**src/rtl/e_pkg.sv**
```systemverilog
// Shared types for the round-robin arbiter and its helpers.
package e_pkg;

  typedef enum logic [0:0] {
    ST_IDLE = 1'b0,
    ST_BUSY = 1'b1
  } e_rr_arb_state_t;

endpackage

```
**src/rtl/e_rr_pick.sv**
```systemverilog
// Combinational rotating-priority picker: first set request at or after i_ptr,
// wrapping modulo W.
module e_rr_pick #(
  parameter  int W     = 4,
  localparam int W_IDX = $clog2(W)
) (
  input  logic [W-1:0]     i_req,
  input  logic [W_IDX-1:0] i_ptr,
  output logic [W-1:0]     o_1hot,
  output logic [W_IDX-1:0] o_idx,
  output logic             o_any
);

  localparam logic [W_IDX:0] W_EXT = (W_IDX+1)'(W);

  logic [2*W-1:0]   w_dbl;
  logic [W-1:0]     w_rot;
  logic [W_IDX-1:0] w_off;
  logic [W_IDX:0]   w_sum;

  // Rotating through a doubled copy puts requestor i_ptr at bit 0.
  assign w_dbl = {i_req, i_req};
  assign w_rot = W'(w_dbl >> i_ptr);

  always_comb begin
    w_off = '0;
    for (int k = W - 1; k >= 0; k--) begin
      if (w_rot[k]) w_off = W_IDX'(k);
    end
    w_sum = {1'b0, i_ptr} + {1'b0, w_off};
    if (w_sum >= W_EXT) w_sum = w_sum - W_EXT;
  end

  assign o_any  = |w_rot;
  assign o_idx  = o_any ? w_sum[W_IDX-1:0] : '0;
  assign o_1hot = o_any ? (W'(1) << o_idx) : '0;

endmodule

```
**src/rtl/e_rr_arb.sv**
```systemverilog
// Round-robin arbiter holding each grant until the granted requestor's last
// beat is accepted; priority rotates past the requestor just served.
module e_rr_arb
  import e_pkg::*;
#(
  parameter  int W     = 4,
  localparam int W_IDX = $clog2(W)
) (
  input  logic             i_clk,
  input  logic             i_arst_n,
  input  logic [W-1:0]     i_req,
  input  logic [W-1:0]     i_last,
  input  logic             i_ack,
  output logic [W-1:0]     o_gnt,
  output logic             o_gnt_vld,
  output logic [W_IDX-1:0] o_gnt_idx
);

  e_rr_arb_state_t  r_state;
  logic [W_IDX-1:0] r_ptr;
  logic [W-1:0]     r_gnt;
  logic             r_gnt_vld;
  logic [W_IDX-1:0] r_gnt_idx;

  logic             w_busy;
  logic             w_rel;
  logic [W_IDX-1:0] w_next_ptr;
  logic [W-1:0]     w_pick_req;
  logic [W_IDX-1:0] w_pick_ptr;
  logic [W-1:0]     w_pick_1hot;
  logic [W_IDX-1:0] w_pick_idx;
  logic             w_pick_any;

  assign w_busy     = (r_state == ST_BUSY);
  assign w_rel      = w_busy && i_ack && i_last[r_gnt_idx];
  assign w_next_ptr = (r_gnt_idx == W_IDX'(W - 1)) ? '0 : r_gnt_idx + W_IDX'(1);

  // While busy the picker only matters on release, so it always sees the
  // post-release view: granted bit masked, pointer already advanced.
  assign w_pick_req = w_busy ? (i_req & ~r_gnt) : i_req;
  assign w_pick_ptr = w_busy ? w_next_ptr : r_ptr;

  e_rr_pick #(.W(W)) u_pick (
    .i_req  (w_pick_req),
    .i_ptr  (w_pick_ptr),
    .o_1hot (w_pick_1hot),
    .o_idx  (w_pick_idx),
    .o_any  (w_pick_any)
  );

  always_ff @(posedge i_clk or negedge i_arst_n) begin
    if (!i_arst_n) begin
      r_state   <= ST_IDLE;
      r_ptr     <= '0;
      r_gnt     <= '0;
      r_gnt_vld <= 1'b0;
      r_gnt_idx <= '0;
    end else begin
      case (r_state)
        ST_IDLE: begin
          if (w_pick_any) begin
            r_state   <= ST_BUSY;
            r_gnt     <= w_pick_1hot;
            r_gnt_vld <= 1'b1;
            r_gnt_idx <= w_pick_idx;
          end
        end
        ST_BUSY: begin
          if (w_rel) begin
            r_ptr <= w_next_ptr;
            if (w_pick_any) begin
              r_gnt     <= w_pick_1hot;
              r_gnt_idx <= w_pick_idx;
            end else begin
              r_state   <= ST_IDLE;
              r_gnt     <= '0;
              r_gnt_vld <= 1'b0;
              r_gnt_idx <= '0;
            end
          end
        end
        default: begin
          r_state   <= ST_IDLE;
          r_gnt     <= '0;
          r_gnt_vld <= 1'b0;
          r_gnt_idx <= '0;
        end
      endcase
    end
  end

  assign o_gnt     = r_gnt;
  assign o_gnt_vld = r_gnt_vld;
  assign o_gnt_idx = r_gnt_idx;

endmodule

```
**config.mk**
```make
export PLATFORM = sky130hd
export DESIGN_NAME = e_rr_arb
export DESIGN_NICKNAME = d
export VERILOG_FILES = /design/src/rtl/e_pkg.sv /design/src/rtl/e_rr_pick.sv /design/src/rtl/e_rr_arb.sv
export SDC_FILE = /design/constraint.sdc
export NUM_CORES = 1
export LEC_CHECK = 0
export BUFFER_PORTS_ARGS = -buffer_cell sky130_fd_sc_hd__buf_2
export CORE_MARGIN = 8
export CORE_UTILIZATION = 54
export CTS_BUF_LIST = sky130_fd_sc_hd__clkbuf_4
export DETAILED_ROUTE_END_ITERATION = 8
export PLACE_DENSITY = 0.81
export REMOVE_ABC_BUFFERS = 1
export SLEW_MARGIN = 20
export SYNTH_ARGS = -nofsm -noshare
export SYNTH_HDL_FRONTEND = slang
export SYNTH_SLANG_ARGS = --single-unit
```
**constraint.sdc**
```tcl
create_clock -name i_clk -period 2.7 [get_ports i_clk]
set_clock_uncertainty 0.15 [all_clocks]
set_input_delay 0.405 -clock i_clk [delete_from_list [all_inputs] [get_ports i_clk]]
set_output_delay 0.405 -clock i_clk [all_outputs]
set_load 0.02 [all_outputs]
```
# After elaboration in Yosys (flattened, before gate mapping)

Index checks and enable logic that the tools add are counted.

Add/sub/neg operators: 3
Magnitude comparators: 2
Equal/unequal tests: 4
Shift operators: 2
Multiplexer cells: 26
Bitwise operators: 3
Reduce and logical (&&, ||, !) cells: 6

Operators with widths:

| operator            | number |
|---|---|
| $mux 2              | 11 |
| $mux 4              | 4 |
| $pmux 4 s2          | 1 |
| $shr 8x2->4         | 1 |
| $mux 1              | 6 |
| $and 4x4->4         | 1 |
| $ne 2x1->1 const B  | 2 |
| $not 4->4           | 1 |
| $pmux 1 s2          | 2 |
| $pmux 2 s2          | 1 |
| $reduce_and 2->1    | 2 |
| $reduce_or 4->1     | 1 |
| $shl 1x2->4 const A | 1 |
| $add 2x2->3         | 1 |
| $ge 3x3->1 const B  | 1 |
| $lt 2x3->1 const B  | 1 |
| $reduce_and 3->1    | 1 |
| $add 2x1->2 const B | 1 |
| $bmux 1 s2          | 1 |
| $eq 2x2->1 const B  | 1 |
| $logic_and 1x1->1   | 2 |
| $ne 2x2->1 const B  | 1 |
| $sub 2x1->2 const B | 1 |
| $not 1->1           | 1 |

Bits in registers: 10
Input bits: 11
Output and inout port bits: 7
Logic and storage cells: 51

# Longest topological paths before layout

Gate-level depths: netlist of the first run.

Word-level depth: 16
Gate-level depth with buffers: 6
Depth with buffers taken out: 6

# Hierarchy

Synthesis of the first run repeated with hierarchy kept, for this count alone.

Cell total of the unflattened synthesis: 94
Area, all modules: 842.1 um^2

Modules (own cells, without submodules):

| module    | times used | cells each | area an instance (um^2) | sequential area each (um^2) |
|---|---|---|---|---|
| e_rr_arb  | 1          | 56         | 595.6                   | 250.2 |
| e_rr_pick | 1          | 38         | 246.5                   | 0.0 |

# Worst setup path before layout of the first run

OpenSTA, ideal clock, no wires.

Path kind: register to register
From: reg r_gnt_idx[0] (netlist: o_gnt_idx[0])
To: reg r_gnt[1] (netlist: o_gnt[1])
Library setup time: 0.092 ns
Data arrival time: 1.894 ns
Required time: 2.458 ns
Setup slack: 0.564 ns
Cell stages (with the launch flop): 7
Path buffers: 0
Clock period less this slack: 2.136 ns
Cells stage by stage: dfrtp_1 ha_1 mux2_4 a21o_1 and3_4 or2_4 o31ai_2

Longest elaborated chain between the ends: 16
Elaborated cells between the ends (all ways): 26
Classes of those cells: 3 x add/sub; 1 x order compare; 3 x eq/ne; 2 x shift; 14 x mux; 3 x reduce/logical

RTL lines:

| element                                          | RTL line        | source |
|---|---|---|
| start, declared                                  | e_rr_arb.sv:23  | `logic [W_IDX-1:0] r_gnt_idx;` |
| start signal, assigned                           | e_rr_arb.sv:65  | `r_gnt_idx <= w_pick_idx;` |
| start signal, assigned                           | e_rr_arb.sv:73  | `r_gnt_idx <= w_pick_idx;` |
| $add 2x1->2 / $eq 2x2->1 (equally long branches) | e_rr_arb.sv:36  | `assign w_next_ptr = (r_gnt_idx == W_IDX'(W - 1)) ? '0 : r_gnt_idx + W_IDX'(1);` |
| $mux 2 (*)                                       | e_rr_arb.sv:36  |  |
| net w_next_ptr[1]                                | e_rr_arb.sv:27  | `logic [W_IDX-1:0] w_next_ptr;` |
| $mux 2 (*)                                       | e_rr_arb.sv:41  | `assign w_pick_ptr = w_busy ? w_next_ptr : r_ptr;` |
| $shr 8x2->4                                      | e_rr_pick.sv:23 | `assign w_rot = W'(w_dbl >> i_ptr);` |
| $mux 2 (4 in a row)                              | e_rr_pick.sv:28 | `if (w_rot[k]) w_off = W_IDX'(k);` |
| $add 2x2->3                                      | e_rr_pick.sv:30 | `w_sum = {1'b0, i_ptr} + {1'b0, w_off};` |
| $ge 3x3->1 / $sub 2x1->2 (equally long branches) | e_rr_pick.sv:31 | `if (w_sum >= W_EXT) w_sum = w_sum - W_EXT;` |
| $mux 2                                           | e_rr_pick.sv:31 |  |
| $mux 2                                           | e_rr_pick.sv:35 | `assign o_idx = o_any ? w_sum[W_IDX-1:0] : '0;` |
| $shl 1x2->4                                      | e_rr_pick.sv:36 | `assign o_1hot = o_any ? (W'(1) << o_idx) : '0;` |
| $mux 4                                           | e_rr_arb.sv:71  | `if (w_pick_any) begin` |
| $mux 4                                           | e_rr_arb.sv:69  | `if (w_rel) begin` |
| $pmux 4 s2                                       | e_rr_arb.sv:59  | `case (r_state)` |
| end signal, assigned                             | e_rr_arb.sv:63  | `r_gnt <= w_pick_1hot;` |
| end signal, assigned                             | e_rr_arb.sv:72  | `r_gnt <= w_pick_1hot;` |
| end, declared                                    | e_rr_arb.sv:21  | `logic [W-1:0] r_gnt;` |

Mark *: on every way through the listed nets, which the timed path passes. The rest lies on a longest branch. The select of a mux whose other input is x is not followed.
A chain may end at the register's enable or synchronous reset.

# Final worst setup path of the first run

Same ends and word-level chain as after synthesis.

==> flow_summary.toml, run 1 <==
[status]
outcome = "complete, no violations"

[worst_setup_path]
cp_slowest_cell = "dfrtp_1"
crit_type = "flip-flop to flip-flop"
crit_required_ps = 2720
cp-start-kind = "flip-flop"
critical-path-top-delay-family = "flip-flops"
timing.critical_path.buf_inv = 0
r2r_setup_slack_ps = 530
endpoint_kind = "flip-flop"
cpPeakStageDelay_ps = 450
critPathMaxFanout = 7
reg2reg_depth = 6
reg2reg_to = "o_gnt[1]"
cp_cell_sequence = "ha_1 -> mux2_4 -> a21o_1 -> and3_4 -> or2_4 -> o31ai_2"
arrival_ps = 2190
r2r-start = "o_gnt_idx[0]"

[final_layout]
final_core_util_pct = 68.0
syn_to_final_growth_pct = 17.9
diodes = 0
fin_nets = 116
final_layout_size_suffix_gt1_share_pct = 31.1
layout.cells.non_filler = 118

[synthesis]
yosys-top-cells-count = "10 x dfrtp_1, 9 x nand2_1, 7 x nor2_1"
synth.avg_cell_area_um2 = 9.03
synth_fa_ha_area_share_pct = 1.69
netlist-cell-type-count = 34
ys_ff_latch = 10
synth_compound_area_share_pct = 32.4
yosysWarnings = 0
synthSimpleGateAreaFrac_pct = 20.9
synthMuxAreaShare_pct = 7.60
synth_area_um2 = 741
netlist_top_cells_area = "dfrtp_1 34%, nand2_1 4.6%, a21oi_1 4.1%, mux2i_1 4.1%, nor2_1 3.5%"
synth_edf_count = 0
synth_ff_type = "dfrtp_1"
synth_xor_area_share_pct = 0
synth_top_area_share_pct = 33.8
ys_async_sr_fraction_pct = 100
netlist_instances = 82
yosys.cell_count.top_type = "dfrtp_1"
ys_seq_area_share_pct = 33.8
yosys.area.top_type = "dfrtp_1"
synth_top_family_by_area = "compound AO/OA/AOI/OAI gates"

[global_route]
antenna_found_initial = 0
grt_pass1_wl_um = 2990
grt_max_degree = 16
grt_pass1_vias = 673
grt_usage_pct = 14.3
gr-total-overflow = 0

[die]
core_area_mm2 = 0.00128
die_area_mm2 = 0.00281
initial_core_util_pct = 57.6
rows = 13
boundaryPins = 18
die_w_um = 53.0
fp.dieH_um = 53.0

[power]
total_power_mw = 1.05
power_leakage_nw = 0.418
p_per_area_mw_per_mm2 = 1200
irDropWorstVdd_v = 0.000718

[place]
port_buffers = 17
dp_hpwl_um = 1480
placed_cells = 113
gp_congestion = 0.813

[timing]
tightest_slew_ps = 497
rsz0062_at_grt = "false"
finalMaxSlewViolations = 0
max-slew-margin-rel_pct = 66.9
final.setup.tns_ps = 0
final.min_clock_period_ps = 2170
hold_slack_ps = 323
hold_viol_final = 0
fmax_ghz = 0.460
setup_violations = 0
finalCritPeriodShare_pct = 80.5

[clock_network]
cts_resized = 0
htreeDepth = 1
clock_latency_ps = 260
cts.sinks = 10
root_buffer = "clkbuf_4"
clk_pin_slew_ps = 60
postCtsHoldBufs = 1
cts_setup_buffers = 0
numCtsBuffers = 3
cts_tree = "yes"
cts.path.max_buffers = 2

[hold_path]
hp-start = "o_gnt_vld"
hold_path_class = "flip-flop to flip-flop"
hold_end = "o_gnt_vld"
hold_depth = 1

[detailed_routing]
drc = 0
via_per_inst = 5.84
first_pass_iters = 4
via_count = 689
wl_per_cell_um = 15.4
wirelength_um = 1820
ant_nets = 0
drt_iter0_markers = 14

[job]
cap_violations = 0
flip-flops by register name, summed over array words and instances, names as in the netlist:
name / cells
o_gnt_vld: 1
o_gnt_idx: 2
r_state: 1
o_gnt: 4
r_ptr: 2
cell type report:
cell class / count / area (um2)
Multi-Input combinational cell: 66 / 464
Fill cell: 117 / 412
Sequential cell: 10 / 250
Timing Repair Buffer: 18 / 95.1
Clock buffer: 3 / 22.5
Inverter: 5 / 18.8
Tap cell: 15 / 18.8
Clock inverter: 1 / 3.75
worst register-to-register path, stage by stage, from the launching register on:
cell and delay [ps]:
dfrtp_1 450, ha_1 350, mux2_4 290, a21o_1 190, and3_4 180, or2_4 260, o31ai_2 210
layout by cell type, fill, tap and decap left out, types with 2 or more instances in the layout:
master and n:
nand3_1 4, a21oi_1 6, o21ai_1 2, dfrtp_1 10, clkbuf_4 3, o22ai_1 2, nor2_1 7, o21ai_0 2
inv_1 5, nand2b_1 3, nor3_1 2, or2_4 2, a21boi_1 2, buf_2 17, a21o_1 2, o21a_1 2
nand2_1 9, a21boi_0 2, mux2i_1 3
layer usage:
metal	GRT usage (%)	vias up	wire (um)
met4	8.19	0	36
met1	15.2	324	685
met2	25.6	15	1010
met3	2.52	4	86
li1	-	346	-
met5	0	-	0
worst max-delay path by stage:
stage / start / to / slack, ps / cells past startpoint
global route: o_gnt_idx[0] / o_gnt[2] / 420 / 6
global placement: o_gnt_idx[0] / o_gnt[1] / 580 / 6
finish: o_gnt_idx[0] / o_gnt[1] / 530 / 6
CTS: o_gnt_idx[0] / o_gnt[1] / 520 / 6
detailed placement: o_gnt_idx[0] / o_gnt[1] / 540 / 6
floorplan: o_gnt_idx[0] / o_gnt[1] / 560 / 6
power breakdown:
| part | internal (mW) | switching (mW) |
|---|---|---|
| clock | 0.0533 | 0.0496 |
| sequential | 0.218 | 0.0754 |
| combinational | 0.280 | 0.374 |
kinds of logic after synthesis:
family / Yosys count
buf+inv: 6
fa+ha+maj: 1
compound gates: 30
flops: 10
mux: 5
simple gates: 30
per-stage QoR:
step / cell area (um2) / setup slack [ps]
finish: 873 / 528
global route: 873 / 422
CTS: 873 / 521
detailed placement: 837 / 545
floorplan: 733 / 564
global placement: 837 / 577
No activity file was read; power rests on OpenSTA's default activity.
==> run 2, diff against run 1 <==
--- a/config.mk
+++ b/config.mk
@@ -5,9 +5,10 @@
 export SDC_FILE = /design/constraint.sdc
 export NUM_CORES = 1
 export LEC_CHECK = 0
+export ABC_AREA = 1
 export BUFFER_PORTS_ARGS = -buffer_cell sky130_fd_sc_hd__buf_2
 export CORE_MARGIN = 8
-export CORE_UTILIZATION = 54
+export CORE_UTILIZATION = 55
 export CTS_BUF_LIST = sky130_fd_sc_hd__clkbuf_4
 export DETAILED_ROUTE_END_ITERATION = 8
 export PLACE_DENSITY = 0.81
==> constraint.sdc (replaced) <==
create_clock -name i_clk -period 2.1 [get_ports i_clk]
set_clock_uncertainty 0.15 [all_clocks]
set_input_delay 0.315 -clock i_clk [delete_from_list [all_inputs] [get_ports i_clk]]
set_output_delay 0.315 -clock i_clk [all_outputs]
set_load 0.02 [all_outputs]
==> run 2 against run 1 <==
The flow now finishes with violations (negative setup slack). Synthesized area is 9.3% higher. Sequential share of layout area is 8.1 points lower. Sequential cell count stayed put. Non-clock buffer count is 18 higher. Cell area is 40% higher. Worst hold slack worse by 68 ps. First-iteration DRC count is 120% higher. Cell count is 50% higher. Core utilization is 17 points higher. Critical path type unchanged. Critical endpoint is now o_gnt_idx[0]. Largest cell class unchanged.
==> flow_summary.toml, run 2 <==
[status]
outcome = "finished with violations"
violations = "negative setup slack"

[clock_network]
cts.sinks = 10
clk_pin_slew_ps = 80
htreeDepth = 1
numCtsBuffers = 3
cts.path.max_buffers = 2
root_buffer = "clkbuf_4"
clock_latency_ps = 290
cts_tree = "yes"

[synthesis]
synth_compound_area_share_pct = 7.73
synth_xor_area_share_pct = 0
synth_fa_ha_area_share_pct = 1.55
netlist-cell-type-count = 22
synth_ff_type = "dfrtp_1"
synth_edf_count = 0
synthMuxAreaShare_pct = 0
yosysWarnings = 0
yosys.area.top_type = "dfrtp_1"
netlist_top_cells_area = "dfrtp_1 31%, nand2_1 27%, nand3_1 7.4%, nand2_2 6.2%, inv_1 5.6%"
netlist_instances = 123
synth_top_area_share_pct = 30.9
synth.avg_cell_area_um2 = 6.58
ys_async_sr_fraction_pct = 100
yosys.cell_count.top_type = "nand2_1"
synthSimpleGateAreaFrac_pct = 51.3
ys_ff_latch = 10
synth_top_family_by_area = "simple AND/OR/NAND/NOR gates"
ys_seq_area_share_pct = 30.9
synth_area_um2 = 810
yosys-top-cells-count = "58 x nand2_1, 12 x inv_1, 12 x nand3_1"

[final_layout]
syn_to_final_growth_pct = 51.3
seqCellArea_um2 = 251
fillers = 78
final_common_cell = "nand2_1"
final_layout_size_suffix_gt1_share_pct = 52.8
multi_input_area_um2 = 639
final_core_util_pct = 85.3
fin_nets = 175
largest_register_ffs = 4
design_area_mm2 = 0.00122
diodes = 0
layout.cells.non_filler = 177
final_cell_mix = "46 x nand2_1, 17 x buf_2, 17 x buf_4"

[worst_setup_path]
arrival_ps = 2250
crit_type = "flip-flop to flip-flop"
endpoint_kind = "flip-flop"
crit_path_start = "o_gnt_idx[1]"
crit_required_ps = 2160
critPathMaxFanout = 6
r2r-start = "o_gnt_idx[1]"
r2r_setup_slack_ps = -90
cp-start-kind = "flip-flop"
reg2reg_depth = 13

[global_route]
grt_max_degree = 11
grt_pass1_vias = 898
gr-total-overflow = 0
grt_pass1_wl_um = 3830
antenna_found_initial = 0
grt_usage_pct = 17.7

[detailed_routing]
ant_nets = 0
first_pass_iters = 4
via_per_inst = 5.65
via_count = 1000
wl_met2_um = 1480
wl_per_cell_um = 16.7
m1WireLength_um = 1170
wl_met3_um = 200
drt_iter0_markers = 31
drc = 0
wirelength_um = 2960
top_layer = "met4"

[place]
placed_cells = 165
dp_hpwl_um = 1740
place_area_um2 = 978
port_buffers = 17
gp_congestion = 0.839

[timing]
rsz0062_at_grt = "true"
hold_viol_final = 0
finalMaxSlewViolations = 0
max-slew-margin-rel_pct = 80.2
tightest_slew_ps = 296
fin_ws_ps = -89.4
setup_violations = 4
finalCritPeriodShare_pct = 104
final.min_clock_period_ps = 2190
fmax_ghz = 0.457

[die]
core_area_mm2 = 0.00144
rows = 14
die_area_mm2 = 0.00296
die_w_um = 54.4
fp.dieH_um = 54.4
boundaryPins = 18
initial_core_util_pct = 56.4

[hold_path]
hold_path_class = "input port to asynchronous set/reset pin"

[job]
cap_violations = 0
run 2: changes by cell type after synthesis, moves of 3 or more:
cell	previous run	this run
nand2_1	9	58
a21oi_1	6	2
nand2b_1	3	0
nor2_1	7	1
mux2i_1	3	0
nand2_2	0	8
nand3_1	4	12
inv_1	5	12
run 2: per-layer routing:
metal / vias to the layer above / track usage (%)
met2: 44 / 29.8
li1: 466 / -
met4: 0 / 9.02
met3: 16 / 4.35
met5: - / 0
met1: 474 / 20.3
run 2: through the flow:
step	hold slack [ps]	worst slack [ps]	TNS [ps]
floorplan	-131	-171	-626
global placement	31.9	3.28	0
detailed placement	37.5	-44.6	-127
CTS	282	2.05	0
global route	286	-156	-739
finish	255	-89.4	-264
run 2: path summary, 6_finish.rpt:
kind / endpoint
worst max register to register: o_gnt_idx[0]
min in group i_clk: o_gnt_vld
worst max-delay path: o_gnt_idx[0]
max in group asynchronous: r_state
worst min register to register: o_gnt_vld
worst min-delay path: o_gnt_idx[1]
run 2: cell families after synthesis:
family,count (synthesis)
simple gates,87
buf+inv,15
compound gates,10
flops,10
fa+ha+maj,1
run 2: cell type report:
type	count	share of cell area, %
Clock buffer	3	1.84
Inverter	14	4.70
Multi-Input combinational cell	98	52.2
Sequential cell	10	20.5
Tap cell	16	1.63
Timing Repair Buffer	36	19.1
run 2: timing repair:
action | CTS | global route
endpoints found under the hold margin | 10 | 0
hold buffers | 1 | 0
buffers inserted | 0 | 8
endpoints found under the setup margin | 5 | 7
resized for setup | 5 | 37
pin swaps | 1 | 16
run 2: worst max-delay path, stage by stage, from the launching register on:
cell	delay, ps
dfrtp_1	430
ha_4	310
nand2_4	50
o21ai_4	70
buf_6	170
nand3_2	100
nand2_2	120
inv_2	50
nand2_2	90
nand2_1	70
nand2_1	80
nand3_2	120
nor2_4	170
o21bai_1	130
Power of run 2 is left out: the tool's default activity adds up to more than one toggle a clock period on the data nets, which glitch-free logic cannot reach.
